$ cat src/rtl/clock_display_scan_if.sv
// Time bus from the alarm clock core plus the multiplexed display drive.
// master: time source / display observer, slave: clock_display_scan.
interface clock_display_scan_if;
    logic [4:0] hours;
    logic [5:0] mins;
    logic [5:0] secs;
    logic       buzzer;
    logic [5:0] an;
    logic [6:0] seg;
    logic       dp;

    modport master (
        output hours, mins, secs, buzzer,
        input  an, seg, dp
    );

    modport slave (
        input  hours, mins, secs, buzzer,
        output an, seg, dp
    );
endinterface

$ cat src/rtl/clock_display_scan.sv
// 6-digit HH.MM.SS multiplexed 7-seg scanner, blinks while buzzer is set.
// Ports: clk, reset (sync, active-high), bus (slave: time in, an/seg/dp out).
module clock_display_scan #(
    parameter int REFRESH_DIV  = 100000,
    parameter int BLINK_FRAMES = 64
) (
    input  logic                 clk,
    input  logic                 reset,
    clock_display_scan_if.slave  bus
);

    localparam int CW = (REFRESH_DIV > 2) ? $clog2(REFRESH_DIV) : 1;
    localparam int FW = $clog2(BLINK_FRAMES + 1);
    localparam logic [CW-1:0] CNT_MAX   = CW'(REFRESH_DIV - 1);
    localparam logic [FW-1:0] FRAME_MAX = FW'(BLINK_FRAMES - 1);
    localparam logic [6:0]    SEG_DASH  = 7'b0111111;

    logic [CW-1:0] cnt_q, cnt_d;
    logic [2:0]    idx_q, idx_d;
    logic [FW-1:0] frame_q, frame_d;
    logic          blink_q, blink_d;
    logic [4:0]    hours_q, hours_d;
    logic [5:0]    mins_q, mins_d;
    logic [5:0]    secs_q, secs_d;
    logic          buzz_q, buzz_d;
    logic [5:0]    an_q, an_d;
    logic [6:0]    seg_q, seg_d;
    logic          dp_q, dp_d;

    logic          wrap_digit;
    logic          wrap_frame;
    logic [5:0]    field;
    logic          field_ok;
    logic          tens_sel;
    logic [5:0]    digit;

    function automatic logic [6:0] enc(input logic [5:0] d);
        logic [6:0] s;
        case (d)
            6'd0:    s = 7'b1000000;
            6'd1:    s = 7'b1111001;
            6'd2:    s = 7'b0100100;
            6'd3:    s = 7'b0110000;
            6'd4:    s = 7'b0011001;
            6'd5:    s = 7'b0010010;
            6'd6:    s = 7'b0000010;
            6'd7:    s = 7'b1111000;
            6'd8:    s = 7'b0000000;
            6'd9:    s = 7'b0010000;
            default: s = 7'b1111111;
        endcase
        return s;
    endfunction

    // Scan timing, per-frame snapshot and blink bookkeeping.
    always_comb begin
        cnt_d   = cnt_q;
        idx_d   = idx_q;
        frame_d = frame_q;
        blink_d = blink_q;
        hours_d = hours_q;
        mins_d  = mins_q;
        secs_d  = secs_q;
        buzz_d  = buzz_q;

        wrap_digit = (cnt_q == CNT_MAX);
        wrap_frame = wrap_digit && (idx_q == 3'd5);

        if (wrap_digit) begin
            cnt_d = '0;
            idx_d = wrap_frame ? 3'd0 : idx_q + 3'd1;
        end else begin
            cnt_d = cnt_q + 1'b1;
        end

        if (wrap_frame) begin
            hours_d = bus.hours;
            mins_d  = bus.mins;
            secs_d  = bus.secs;
            buzz_d  = bus.buzzer;
            // Clearing on the capture edge makes the very next
            // frame visible once the buzzer is sampled low.
            if (!bus.buzzer) begin
                frame_d = '0;
                blink_d = 1'b0;
            end else if (buzz_q) begin
                if (frame_q == FRAME_MAX) begin
                    frame_d = '0;
                    blink_d = ~blink_q;
                end else begin
                    frame_d = frame_q + 1'b1;
                end
            end
        end
    end

    // Digit selection and decimal conversion from the snapshot.
    always_comb begin
        field    = '0;
        field_ok = 1'b0;
        tens_sel = idx_q[0];
        case (idx_q)
            3'd0, 3'd1: begin
                field    = secs_q;
                field_ok = (secs_q <= 6'd59);
            end
            3'd2, 3'd3: begin
                field    = mins_q;
                field_ok = (mins_q <= 6'd59);
            end
            3'd4, 3'd5: begin
                field    = {1'b0, hours_q};
                field_ok = (hours_q <= 5'd23);
            end
            default: begin
                field    = '0;
                field_ok = 1'b0;
            end
        endcase

        digit = tens_sel ? (field / 6'd10) : (field % 6'd10);
        seg_d = field_ok ? enc(digit) : SEG_DASH;
        an_d  = blink_q ? 6'b111111 : ~(6'b000001 << idx_q);
        dp_d  = ~((idx_q == 3'd2) || (idx_q == 3'd4));
    end

    always_ff @(posedge clk) begin
        if (reset) begin
            cnt_q   <= '0;
            idx_q   <= '0;
            frame_q <= '0;
            blink_q <= 1'b0;
            hours_q <= '0;
            mins_q  <= '0;
            secs_q  <= '0;
            buzz_q  <= 1'b0;
            an_q    <= 6'b111111;
            seg_q   <= 7'b1111111;
            dp_q    <= 1'b1;
        end else begin
            cnt_q   <= cnt_d;
            idx_q   <= idx_d;
            frame_q <= frame_d;
            blink_q <= blink_d;
            hours_q <= hours_d;
            mins_q  <= mins_d;
            secs_q  <= secs_d;
            buzz_q  <= buzz_d;
            an_q    <= an_d;
            seg_q   <= seg_d;
            dp_q    <= dp_d;
        end
    end

    assign bus.an  = an_q;
    assign bus.seg = seg_q;
    assign bus.dp  = dp_q;

endmodule

$ cat src/flat_wrapper.sv
// flat-port wrapper written by rule: the top's interface ports become plain ports
module clock_display_scan_flat 
#(
    parameter int REFRESH_DIV  = 100000,
    parameter int BLINK_FRAMES = 64
)
  (clk, reset, bus_hours, bus_mins, bus_secs, bus_buzzer, bus_an, bus_seg, bus_dp);
  clock_display_scan_if bus_i ();
  input  logic clk;
  input  logic reset;
  input wire logic [$bits(bus_i.hours)-1:0] bus_hours;
  input wire logic [$bits(bus_i.mins)-1:0] bus_mins;
  input wire logic [$bits(bus_i.secs)-1:0] bus_secs;
  input wire logic [$bits(bus_i.buzzer)-1:0] bus_buzzer;
  output wire logic [$bits(bus_i.an)-1:0] bus_an;
  output wire logic [$bits(bus_i.seg)-1:0] bus_seg;
  output wire logic [$bits(bus_i.dp)-1:0] bus_dp;
  assign bus_i.hours = bus_hours;
  assign bus_i.mins = bus_mins;
  assign bus_i.secs = bus_secs;
  assign bus_i.buzzer = bus_buzzer;
  assign bus_an = bus_i.an;
  assign bus_seg = bus_i.seg;
  assign bus_dp = bus_i.dp;
  clock_display_scan #(.REFRESH_DIV(REFRESH_DIV), .BLINK_FRAMES(BLINK_FRAMES)) u_core (.clk(clk), .reset(reset), .bus(bus_i));
endmodule
$ cat config.mk
export PLATFORM = sky130hd
export DESIGN_NAME = clock_display_scan_flat
export DESIGN_NICKNAME = d
export VERILOG_FILES = /design/src/rtl/clock_display_scan_if.sv /design/src/rtl/clock_display_scan.sv /design/src/flat_wrapper.sv
export SDC_FILE = /design/constraint.sdc
export NUM_CORES = 1
export LEC_CHECK = 0
export ABC_AREA = 1
export CAP_MARGIN = 5
export CORE_MARGIN = 2
export CORE_UTILIZATION = 40
export DETAILED_ROUTE_END_ITERATION = 16
export HOLD_SLACK_MARGIN = 0.1
export PLACE_DENSITY = 0.57
export SLEW_MARGIN = 30
export SYNTH_ARGS = -nofsm -noshare
export SYNTH_HDL_FRONTEND = slang
export SYNTH_SLANG_ARGS = --single-unit
$ cat constraint.sdc
create_clock -name clk -period 6.8 [get_ports clk]
set_clock_uncertainty 0.1 [all_clocks]
set_input_delay 1.36 -clock clk [delete_from_list [all_inputs] [get_ports clk]]
set_output_delay 1.36 -clock clk [all_outputs]
set_load 0.01 [all_outputs]
==> flow_summary.toml, run 1 <==
[sta]
timing.fmax_ghz = 0.242
holdWs_ns = 0.342
tightest_slew_ns = 0.666
period_share = 0.607
tns_ns = 0
hold_violations = 0
rsz0062_at_grt = "false"
setup_violations = 0
min_period_ns = 4.13
slew-limit-headroom = 0.555
slew_viol_final = 0

[cells_and_area]
final_common_cell = "nand2_1"
final_area_um2 = 3790
most-common-layout-cells = "65 x nand2_1, 60 x dfxtp_1, 51 x nor2_1, 49 x inv_1, 36 x nand3_1"
drive_gt1_frac = 0.128
syn_to_final_growth_pct = 21.2
diodes = 0
num-nets-final = 492
n_fill_cell = 779
multi_input_area_um2 = 1690
regArea_um2 = 1200

[drt]
ant_nets = 0
drtIter0Drc = 135
wl_per_cell_um = 11.5
wl_um = 6470
via_per_inst = 4.84
firstDrtPassIters = 4
vias = 2730
drc = 0

[die]
die_w_um = 92.5
io_pins = 34
initial_core_util = 0.409
die_area_um2 = 8550
core_area_um2 = 7650
placementRows = 32
fp.dieH_um = 92.5

[critical_path]
cp_slowest_cell = "dfxtp_1"
path_max_fanout = 10
path_cells = "clkinv_1 > ha_1 > nand2_1 > nand2_4 > nand2_2 > nand3_4 > ha_1 > inv_1 > nand2_1 > a21boi_4 > nand2_4 > nand3_1 > nand3_2 > nand2_4 > nand2_4 > a21boi_0 > inv_1 > ha_1 > inv_1 > nand3_1 > nand3_1 > nand3_1 > nand2_1 > nand2_1"
slowest_delay_ns = 0.45
worstPathRequired_ns = 6.90
worst_setup_path_start_kind = "flop"
critPathKind = "reg -> reg"
crit_family = "simple AND/OR/NAND/NOR gates"
cp.arrival_ns = 4.23
path_buf_inv = 4
crit_path_end_kind = "flop"

[power_and_ir_drop]
swShare = 0.208
fin_total_pwr_mw = 0.740
p_clk_frac = 0.479
p_leak_nw = 1.71
power.internal_mw = 0.586
seq_power_share = 0.482
ir_drop_mv = 0.0912
p_comb_frac = 0.040
power.density_cell_area_nw_per_um2 = 195
p_switching_mw = 0.154

[global_routing]
antenna_found_initial = 0
first_global_vias = 2498
grt_pass1_wl_um = 11000
grt_usage = 0.160
grt_start_max_net_pins = 26
overflow = 0

[yosys]
synth-seq-cells = 60
avgSynthCellArea_um2 = 7.51
yosys_warnings = 0
synth_cell_types = 38
yosysTopAreaCellShare = 0.384
netlist_area_um2 = 3130
synth-seq-area-share = 0.384
netlist_instances = 417
synth_fp_nets = 452
synth_top_area_cell = "dfxtp_1"
netlist_top_cells_area = "dfxtp_1 38%, nand2_1 7.8%, nor2_1 6.1%, ha_1 6.0%, inv_1 5.9%"

[cts]
cts_sinks = 60
cts_root_buffer = "clkbuf_8"
holdBufCountCts = 0
clk_pin_slew_ns = 0.07
clk_latency_ns = 0.34
htreeDepth = 3
post_cts_buffers = 0
ctsLongestPathBuffers = 2
cts_buffers = 9
cts_tree = "yes"
cts-resized-gates = 0

[min_path]
min_path_type = "reg -> reg"

[run]
max_cap_viol_count = 0

[status]
status = "finished clean"

[placed_design]
hpwl_um = 4860
io_buffers = 33
gp_congestion = 0.871
dpl_cell_area_um2 = 3580
[final timing paths]
check / cells after the start / end / slack [ns] / start
worst max-delay path: 24 / u_core.bus.seg[6]$_SDFF_PP1_ / 2.67 / u_core.idx_q[0]$_SDFFE_PP0P_
worst min-delay path: 2 / u_core.frame_q[6]$_SDFFE_PP0P_ / 0.34 / u_core.frame_q[6]$_SDFFE_PP0P_
worst max register to register: 24 / u_core.bus.seg[6]$_SDFF_PP1_ / 2.67 / u_core.idx_q[0]$_SDFFE_PP0P_
worst min register to register: 2 / u_core.frame_q[6]$_SDFFE_PP0P_ / 0.34 / u_core.frame_q[6]$_SDFFE_PP0P_
[flip-flops by register name, summed over array words and instances (netlist names)]
name	count
u_core.cnt_q	17
u_core.bus.seg	7
u_core.frame_q	7
u_core.bus.an	6
u_core.mins_q	6
u_core.secs_q	6
u_core.hours_q	5
u_core.idx_q	3
u_core.blink_q	1
u_core.bus.dp	1
u_core.buzz_q	1
[layout make-up]
| cell class | count | share of cell area |
|---|---|---|
| Timing Repair Buffer | 34 | 0.0891 |
| Clock inverter | 5 | 0.0198 |
| Sequential cell | 60 | 0.317 |
| Inverter | 59 | 0.0590 |
| Clock buffer | 11 | 0.0373 |
| Multi-Input combinational cell | 293 | 0.445 |
| Tap cell | 102 | 0.0336 |
[per-stage QoR]
step / setup WS [ns] / utilization / cells
6_report: 2.67 / 0.496 / 564
5_1_grt: 2.20 / 0.496 / 564
4_1_cts: 2.63 / 0.496 / 564
3_5_place_dp: 2.66 / 0.468 / 548
3_3_place_gp: 2.79 / 0.468 / 548
2_1_floorplan: 3.15 / - / 417
[power groups by stage]
| stage | combinational (mW) | sequential (mW) | clock (mW) |
|---|---|---|---|
| 2_1_floorplan | 0.00992 | 0.365 | 0 |
| 3_3_place_gp | 0.0293 | 0.364 | 0 |
| 3_5_place_dp | 0.0296 | 0.364 | 0 |
| 4_1_cts | 0.0297 | 0.356 | 0.361 |
| 5_1_grt | 0.0323 | 0.356 | 0.376 |
| 6_report | 0.0293 | 0.356 | 0.354 |
[cells in the mapped netlist]
cell and instances:
o221a_2 1, a221oi_1 1, o21a_1 2, nor2_4 1, o21ai_0 28, or2_2 1, o211ai_2 1, and2_1 1
a21boi_0 1, o221ai_1 1, nand3_1 36, a21boi_4 1, nand3_4 2, dfxtp_1 60, and3_1 1, buf_1 1
clkinv_1 2, nor3_1 7, nand2_2 9, ha_1 15, nand3_2 5, nor3b_1 4, nand4_1 6, o21bai_1 1
a221oi_2 1, a21oi_1 22, clkbuf_1 4, nor2_1 51, inv_1 49, nand2_1 65, o21ai_1 4, a41oi_1 1
o22ai_1 3, nand2_4 13, nor4_1 4, inv_4 1, inv_2 7, xor2_1 4
[metal layers]
layer / share of wire / track usage / wire length, um / vias to the layer above
met5: 0 / 0 / 0 / -
met4: 0.017 / 0.0759 / 109 / 0
met3: 0.034 / 0.0350 / 221 / 8
met2: 0.42 / 0.246 / 2720 / 45
met1: 0.53 / 0.213 / 3410 / 1224
li1: - / - / - / 1453
[tightest hold or removal path: stages, from the launching register on]
cell and delay, ns:
dfxtp_1 0.30, inv_1 0.05, nor3_1 0.05
[cell families (layout without fill, tap and decap cells)]
kind of cell / after synthesis / count (layout) / share of synthesized area
adder cells (fa/ha/maj): 15 / 15 / 0.0600
flip-flops: 60 / 60 / 0.384
XOR/XNOR: 4 / 4 / 0.0112
AO/OA/AOI/OAI: 68 / 68 / 0.129
buffers and inverters: 64 / 109 / 0.0775
AND/OR/NAND/NOR: 206 / 206 / 0.339
Note: power is estimated with default switching activity, not from simulation.
==> run 2: changes to the inputs <==
--- a/config.mk
+++ b/config.mk
@@ -11,7 +11,7 @@
 export CORE_UTILIZATION = 40
 export DETAILED_ROUTE_END_ITERATION = 16
 export HOLD_SLACK_MARGIN = 0.1
-export PLACE_DENSITY = 0.57
+export PLACE_DENSITY = 0.59
 export SLEW_MARGIN = 30
 export SYNTH_ARGS = -nofsm -noshare
 export SYNTH_HDL_FRONTEND = slang
==> constraint.sdc (replaced) <==
create_clock -name clk -period 3.43 [get_ports clk]
set_clock_uncertainty 0.1 [all_clocks]
set_input_delay 0.686 -clock clk [delete_from_list [all_inputs] [get_ports clk]]
set_output_delay 0.686 -clock clk [all_outputs]
set_load 0.01 [all_outputs]
==> flow_summary.toml, run 2 (synthesis results as in run 1) <==
[cells_and_area]
diodes = 0
syn_to_final_growth_pct = 24.2
multi_input_area_um2 = 1740
largest_reg_flops = 17
fin_util = 0.508
top_register = "u_core.cnt_q"
drive_gt1_frac = 0.169
most-common-layout-cells = "63 x nand2_1, 59 x dfxtp_1, 51 x nor2_1, 47 x inv_1, 35 x nand3_1"
final_common_cell = "nand2_1"
num-nets-final = 503
n_fill_cell = 771
regArea_um2 = 1200

[drt]
vias = 2759
firstDrtPassIters = 4
via_per_inst = 4.81
drtIter0Drc = 113
ant_nets = 0
wl_um = 6430
drc = 0
wl_per_cell_um = 11.2

[sta]
holdWs_ns = 0.339
slew_viol_final = 0
timing.fmax_ghz = 0.312
setup_violations = 0
fin_ws_ns = 0.225
period_share = 0.934
slew-limit-headroom = 0.562
hold_violations = 0
min_period_ns = 3.20
tns_ns = 0
tightest_slew_ns = 0.656

[power_and_ir_drop]
p_leak_nw = 1.74
ir_drop_mv = 0.222
p_comb_frac = 0.045
seq_power_share = 0.536
p_clk_frac = 0.420
power.density_cell_area_nw_per_um2 = 339
swShare = 0.217
p_switching_mw = 0.286
power.internal_mw = 1.03

[cts]
cts_root_buffer = "clkbuf_8"
ctsLongestPathBuffers = 2
htreeDepth = 3
holdBufCountCts = 0
clk_latency_ns = 0.33
cts_tree = "yes"
clk_pin_slew_ns = 0.07
cts_buffers = 9
cts_sinks = 60

[critical_path]
worstPathRequired_ns = 3.55
r2r_slack_ns = 0.23
cp.arrival_ns = 3.32
path_buf_inv = 4
r2r_end = "u_core.bus.seg[0]$_SDFF_PP1_"
crit_family = "simple AND/OR/NAND/NOR gates"
cp_common_cell = "nand2_1"
crit_path_end_kind = "flop"
cp_slowest_cell = "dfxtp_1"
path_max_fanout = 5
path_cells = "ha_1 > ha_2 > inv_2 > nand2_4 > nand2_2 > nand3_2 > inv_2 > ha_4 > inv_1 > nand2_1 > a21boi_4 > nand2_4 > nand2_4 > nand2_2 > nand2_2 > inv_4 > o21ai_0 > nand2_1 > nand2_1 > nand2_1 > ha_1 > o21ai_0 > o21ai_1"
critPathKind = "reg -> reg"
worst_setup_path_start_kind = "flop"
startpoint = "u_core.idx_q[1]$_SDFFE_PP0P_"
slowest_delay_ns = 0.37
reg2reg_from = "u_core.idx_q[1]$_SDFFE_PP0P_"
reg2reg_depth = 23

[placed_design]
pre_cts_slack_ns = 0.0650
hpwl_um = 4800
io_buffers = 33
gp_congestion = 0.860

[min_path]
min_to = "u_core.frame_q[6]$_SDFFE_PP0P_"
min_path_type = "reg -> reg"
holdCritStartpoint = "u_core.frame_q[6]$_SDFFE_PP0P_"
hold_depth = 2

[die]
die_w_um = 92.5
fp.dieH_um = 92.5
initial_core_util = 0.409
core_area_um2 = 7650
die_area_um2 = 8550
io_pins = 34
placementRows = 32

[global_routing]
grt_start_max_net_pins = 25
antenna_found_initial = 0
first_global_vias = 2544
grt_pass1_wl_um = 11100
grt_usage = 0.161
overflow = 0

[run]
max_cap_viol_count = 0

[status]
status = "finished clean"
[run 2: changes by cell type in the layout (fill, tap and decap cells not counted), sizes merged]
cell / before / now
buf: 1 / 12
bufinv: 2 / 0
clkbuf: 11 / 13
clkinv: 5 / 4
[run 2: area by class of cell]
cell class                 count  share of cell area
tap                          102              0.0328
clock inverter                 2             0.00257
multi-input combinational    293               0.448
clock buffer                  13              0.0409
inverter                      59              0.0579
timing repair buffer          45               0.108
sequential                    60               0.310
[run 2: power groups by stage]
stage	Sequential [mW]	Clock (mW)	Combinational, mW
after global placement	0.722	0	0.0592
after detailed placement	0.723	0	0.0591
after CTS	0.707	0.564	0.0594
after global routing	0.706	0.603	0.0654
after floorplan	0.725	0	0.0197
final	0.706	0.554	0.0588
[run 2: stage by stage]
stage | power (mW) | area, um^2 | instances
final | 1.32 | 3890 | 574
after global routing | 1.37 | 3890 | 574
after CTS | 1.33 | 3810 | 571
after detailed placement | 0.782 | 3640 | 556
after global placement | 0.782 | 3640 | 556
after floorplan | 0.744 | 3130 | 417
[run 2: how the worst max path moves through the flow]
stage	slack [ns]	end	cells after the start
5_1_grt	-0.02	u_core.bus.seg[6]$_SDFF_PP1_	27
4_1_cts	0.06	u_core.bus.seg[3]$_SDFF_PP1_	21
6_report	0.23	u_core.bus.seg[0]$_SDFF_PP1_	23
3_3_place_gp	0.16	u_core.bus.seg[6]$_SDFF_PP1_	26
2_1_floorplan	0.04	u_core.bus.seg[6]$_SDFF_PP1_	24
3_5_place_dp	0.07	u_core.bus.seg[3]$_SDFF_PP1_	21
[run 2: worst min-delay path, stage by stage (launching register included)]
cell	delay [ns]
dfxtp_1	0.30
inv_1	0.05
nor3_1	0.05
[run 2: layer usage]
metal  share of wire  track usage  vias up
met4           0.017       0.0734        0
met2            0.43        0.248       55
li1                -            -     1468
met3           0.042       0.0358        9
met5               0            0        -
met1            0.51        0.214     1227
[run 2: what timing repair did]
item | in CTS | in global routing
setup buffers | 0 | 3
endpoints found under the setup margin | 0 | 7
endpoints found under the hold margin | 0 | 0
gates resized for setup | 0 | 15
==> run 3: changes to the inputs <==
--- a/config.mk
+++ b/config.mk
@@ -12,6 +12,7 @@
 export DETAILED_ROUTE_END_ITERATION = 16
 export HOLD_SLACK_MARGIN = 0.1
 export PLACE_DENSITY = 0.59
+export SETUP_SLACK_MARGIN = 0.15
 export SLEW_MARGIN = 30
 export SYNTH_ARGS = -nofsm -noshare
 export SYNTH_HDL_FRONTEND = slang
==> flow_summary.toml, run 3 (synthesis results as in run 1) <==
[die]
io_pins = 34
placementRows = 32
fp.dieH_um = 92.5
core_area_um2 = 7650
die_area_um2 = 8550
die_w_um = 92.5
initial_core_util = 0.409

[critical_path]
worst_setup_path_start_kind = "flop"
cp_common_cell = "nand2_4"
r2r_slack_ns = 0.30
path_buf_inv = 4
slowest_delay_ns = 0.40
cp_slowest_cell = "dfxtp_4"
path_cells = "clkinv_4 > ha_4 > nand2_4 > nand2_8 > nand2_4 > nand3_4 > ha_4 > inv_1 > nand2_1 > a21boi_4 > nand2_4 > nand2_4 > nand2_2 > nand2_4 > inv_4 > nand2_4 > buf_4 > xor2_1 > nand2_1 > nand3_1 > nand3_1 > nor2_4 > o21ai_1"
r2r_end = "u_core.bus.seg[1]$_SDFF_PP1_"
cp.arrival_ns = 3.26
critPathKind = "reg -> reg"
worstPathRequired_ns = 3.55
reg2reg_depth = 23
crit_family = "simple AND/OR/NAND/NOR gates"
path_max_fanout = 6
reg2reg_from = "u_core.idx_q[0]$_SDFFE_PP0P_"
crit_path_end_kind = "flop"

[cells_and_area]
largest_reg_flops = 17
top_register = "u_core.cnt_q"
final_common_cell = "nand2_1"
n_fill_cell = 716
diodes = 0
num-nets-final = 514
most-common-layout-cells = "59 x nand2_1, 57 x dfxtp_1, 51 x nor2_1, 44 x inv_1, 33 x clkdlybuf4s50_1"
drive_gt1_frac = 0.230
syn_to_final_growth_pct = 33.4

[placed_design]
hpwl_um = 4940
gp_congestion = 0.826
io_buffers = 33

[sta]
tns_ns = 0
period_share = 0.913
holdWs_ns = 0.346
min_period_ns = 3.13
rsz0062_at_grt = "true"
hold_violations = 0
timing.fmax_ghz = 0.319
slew_viol_final = 0
tightest_slew_ns = 0.653
setup_violations = 0
slew-limit-headroom = 0.564

[cts]
htreeDepth = 3
cts_buffers = 9
clk_pin_slew_ns = 0.07
holdBufCountCts = 0
cts_root_buffer = "clkbuf_8"
clk_latency_ns = 0.34
cts_tree = "yes"
cts_sinks = 60
ctsLongestPathBuffers = 2

[global_routing]
top_usage_layer = "met2"
grt_usage = 0.163
overflow = 0
grt_use_met3 = 0.0342
grt_start_max_net_pins = 25
use_met2 = 0.250
first_global_vias = 2535
grt_pass1_wl_um = 11300
grt_util_met1 = 0.220
antenna_found_initial = 0

[power_and_ir_drop]
power.density_cell_area_nw_per_um2 = 355
p_leak_nw = 1.90
ir_drop_mv = 0.207

[min_path]
holdCritStartpoint = "u_core.frame_q[6]$_SDFFE_PP0P_"
min_path_type = "reg -> reg"
hold_depth = 2
min_to = "u_core.frame_q[6]$_SDFFE_PP0P_"

[drt]
wl_um = 6910
drtIter0Drc = 110
vias = 2817
wl_per_cell_um = 11.8
ant_nets = 0
drc = 0
firstDrtPassIters = 4
via_per_inst = 4.82

[run]
max_cap_viol_count = 0

[status]
status = "finished clean"
[run 3: timing repair]
item	in CTS	in global routing
setup buffers	1	15
endpoints found under the setup margin	7	7
pin swaps	1	21
hold endpoints to repair	0	0
cloned	0	0
resized for setup	4	45
[run 3: worst max path at each step]
stage	slack [ns]	from	cells past startpoint	endpoint
floorplan	0.25	u_core.idx_q[0]$_SDFFE_PP0P_	24	u_core.bus.seg[6]$_SDFF_PP1_
global placement	0.11	u_core.idx_q[0]$_SDFFE_PP0P_	24	u_core.bus.seg[6]$_SDFF_PP1_
detailed placement	0.07	u_core.idx_q[0]$_SDFFE_PP0P_	24	u_core.bus.seg[6]$_SDFF_PP1_
CTS	0.17	u_core.idx_q[0]$_SDFFE_PP0P_	26	u_core.bus.seg[6]$_SDFF_PP1_
global route	0.08	u_core.idx_q[1]$_SDFFE_PP0P_	27	u_core.bus.seg[6]$_SDFF_PP1_
finish	0.30	u_core.idx_q[0]$_SDFFE_PP0P_	23	u_core.bus.seg[1]$_SDFF_PP1_
[run 3: layout make-up]
class | instances | area [um^2] | share of cell area
Timing Repair Buffer | 56 | 503 | 0.120
Clock buffer | 11 | 151 | 0.0362
Sequential cell | 60 | 1210 | 0.290
Multi-Input combinational cell | 293 | 1870 | 0.448
Tap cell | 102 | 128 | 0.0306
Clock inverter | 4 | 72.6 | 0.0174
Inverter | 59 | 236 | 0.0566
[run 3: layer usage]
| metal | routed length, um | up-vias |
|---|---|---|
| met4 | 108 | 0 |
| li1 | - | 1497 |
| met5 | 0 | - |
| met3 | 261 | 12 |
| met2 | 3150 | 52 |
| met1 | 3390 | 1256 |
[run 3: tightest hold or removal path, stage by stage, from the launching register on]
cell and delay, ns:
dfxtp_1 0.30, inv_1 0.05, nor3_1 0.05
[run 3: where the power goes]
group          switching (mW)  total (mW)  internal, mW
sequential            0.00285       0.704         0.701
combinational          0.0252      0.0590        0.0338
clock                   0.277       0.721         0.443
[run 3: stage by stage]
| step | cells | power [mW] | utilization | instance area [um^2] | setup slack [ns] |
|---|---|---|---|---|---|
| after floorplan | 417 | 0.744 | - | 3140 | 0.247 |
| after global placement | 554 | 0.781 | 0.475 | 3630 | 0.109 |
| after detailed placement | 554 | 0.782 | 0.475 | 3630 | 0.0702 |
| after CTS | 570 | 1.50 | 0.507 | 3870 | 0.170 |
| after global routing | 585 | 1.54 | 0.546 | 4180 | 0.0836 |
| final | 585 | 1.48 | 0.546 | 4180 | 0.297 |
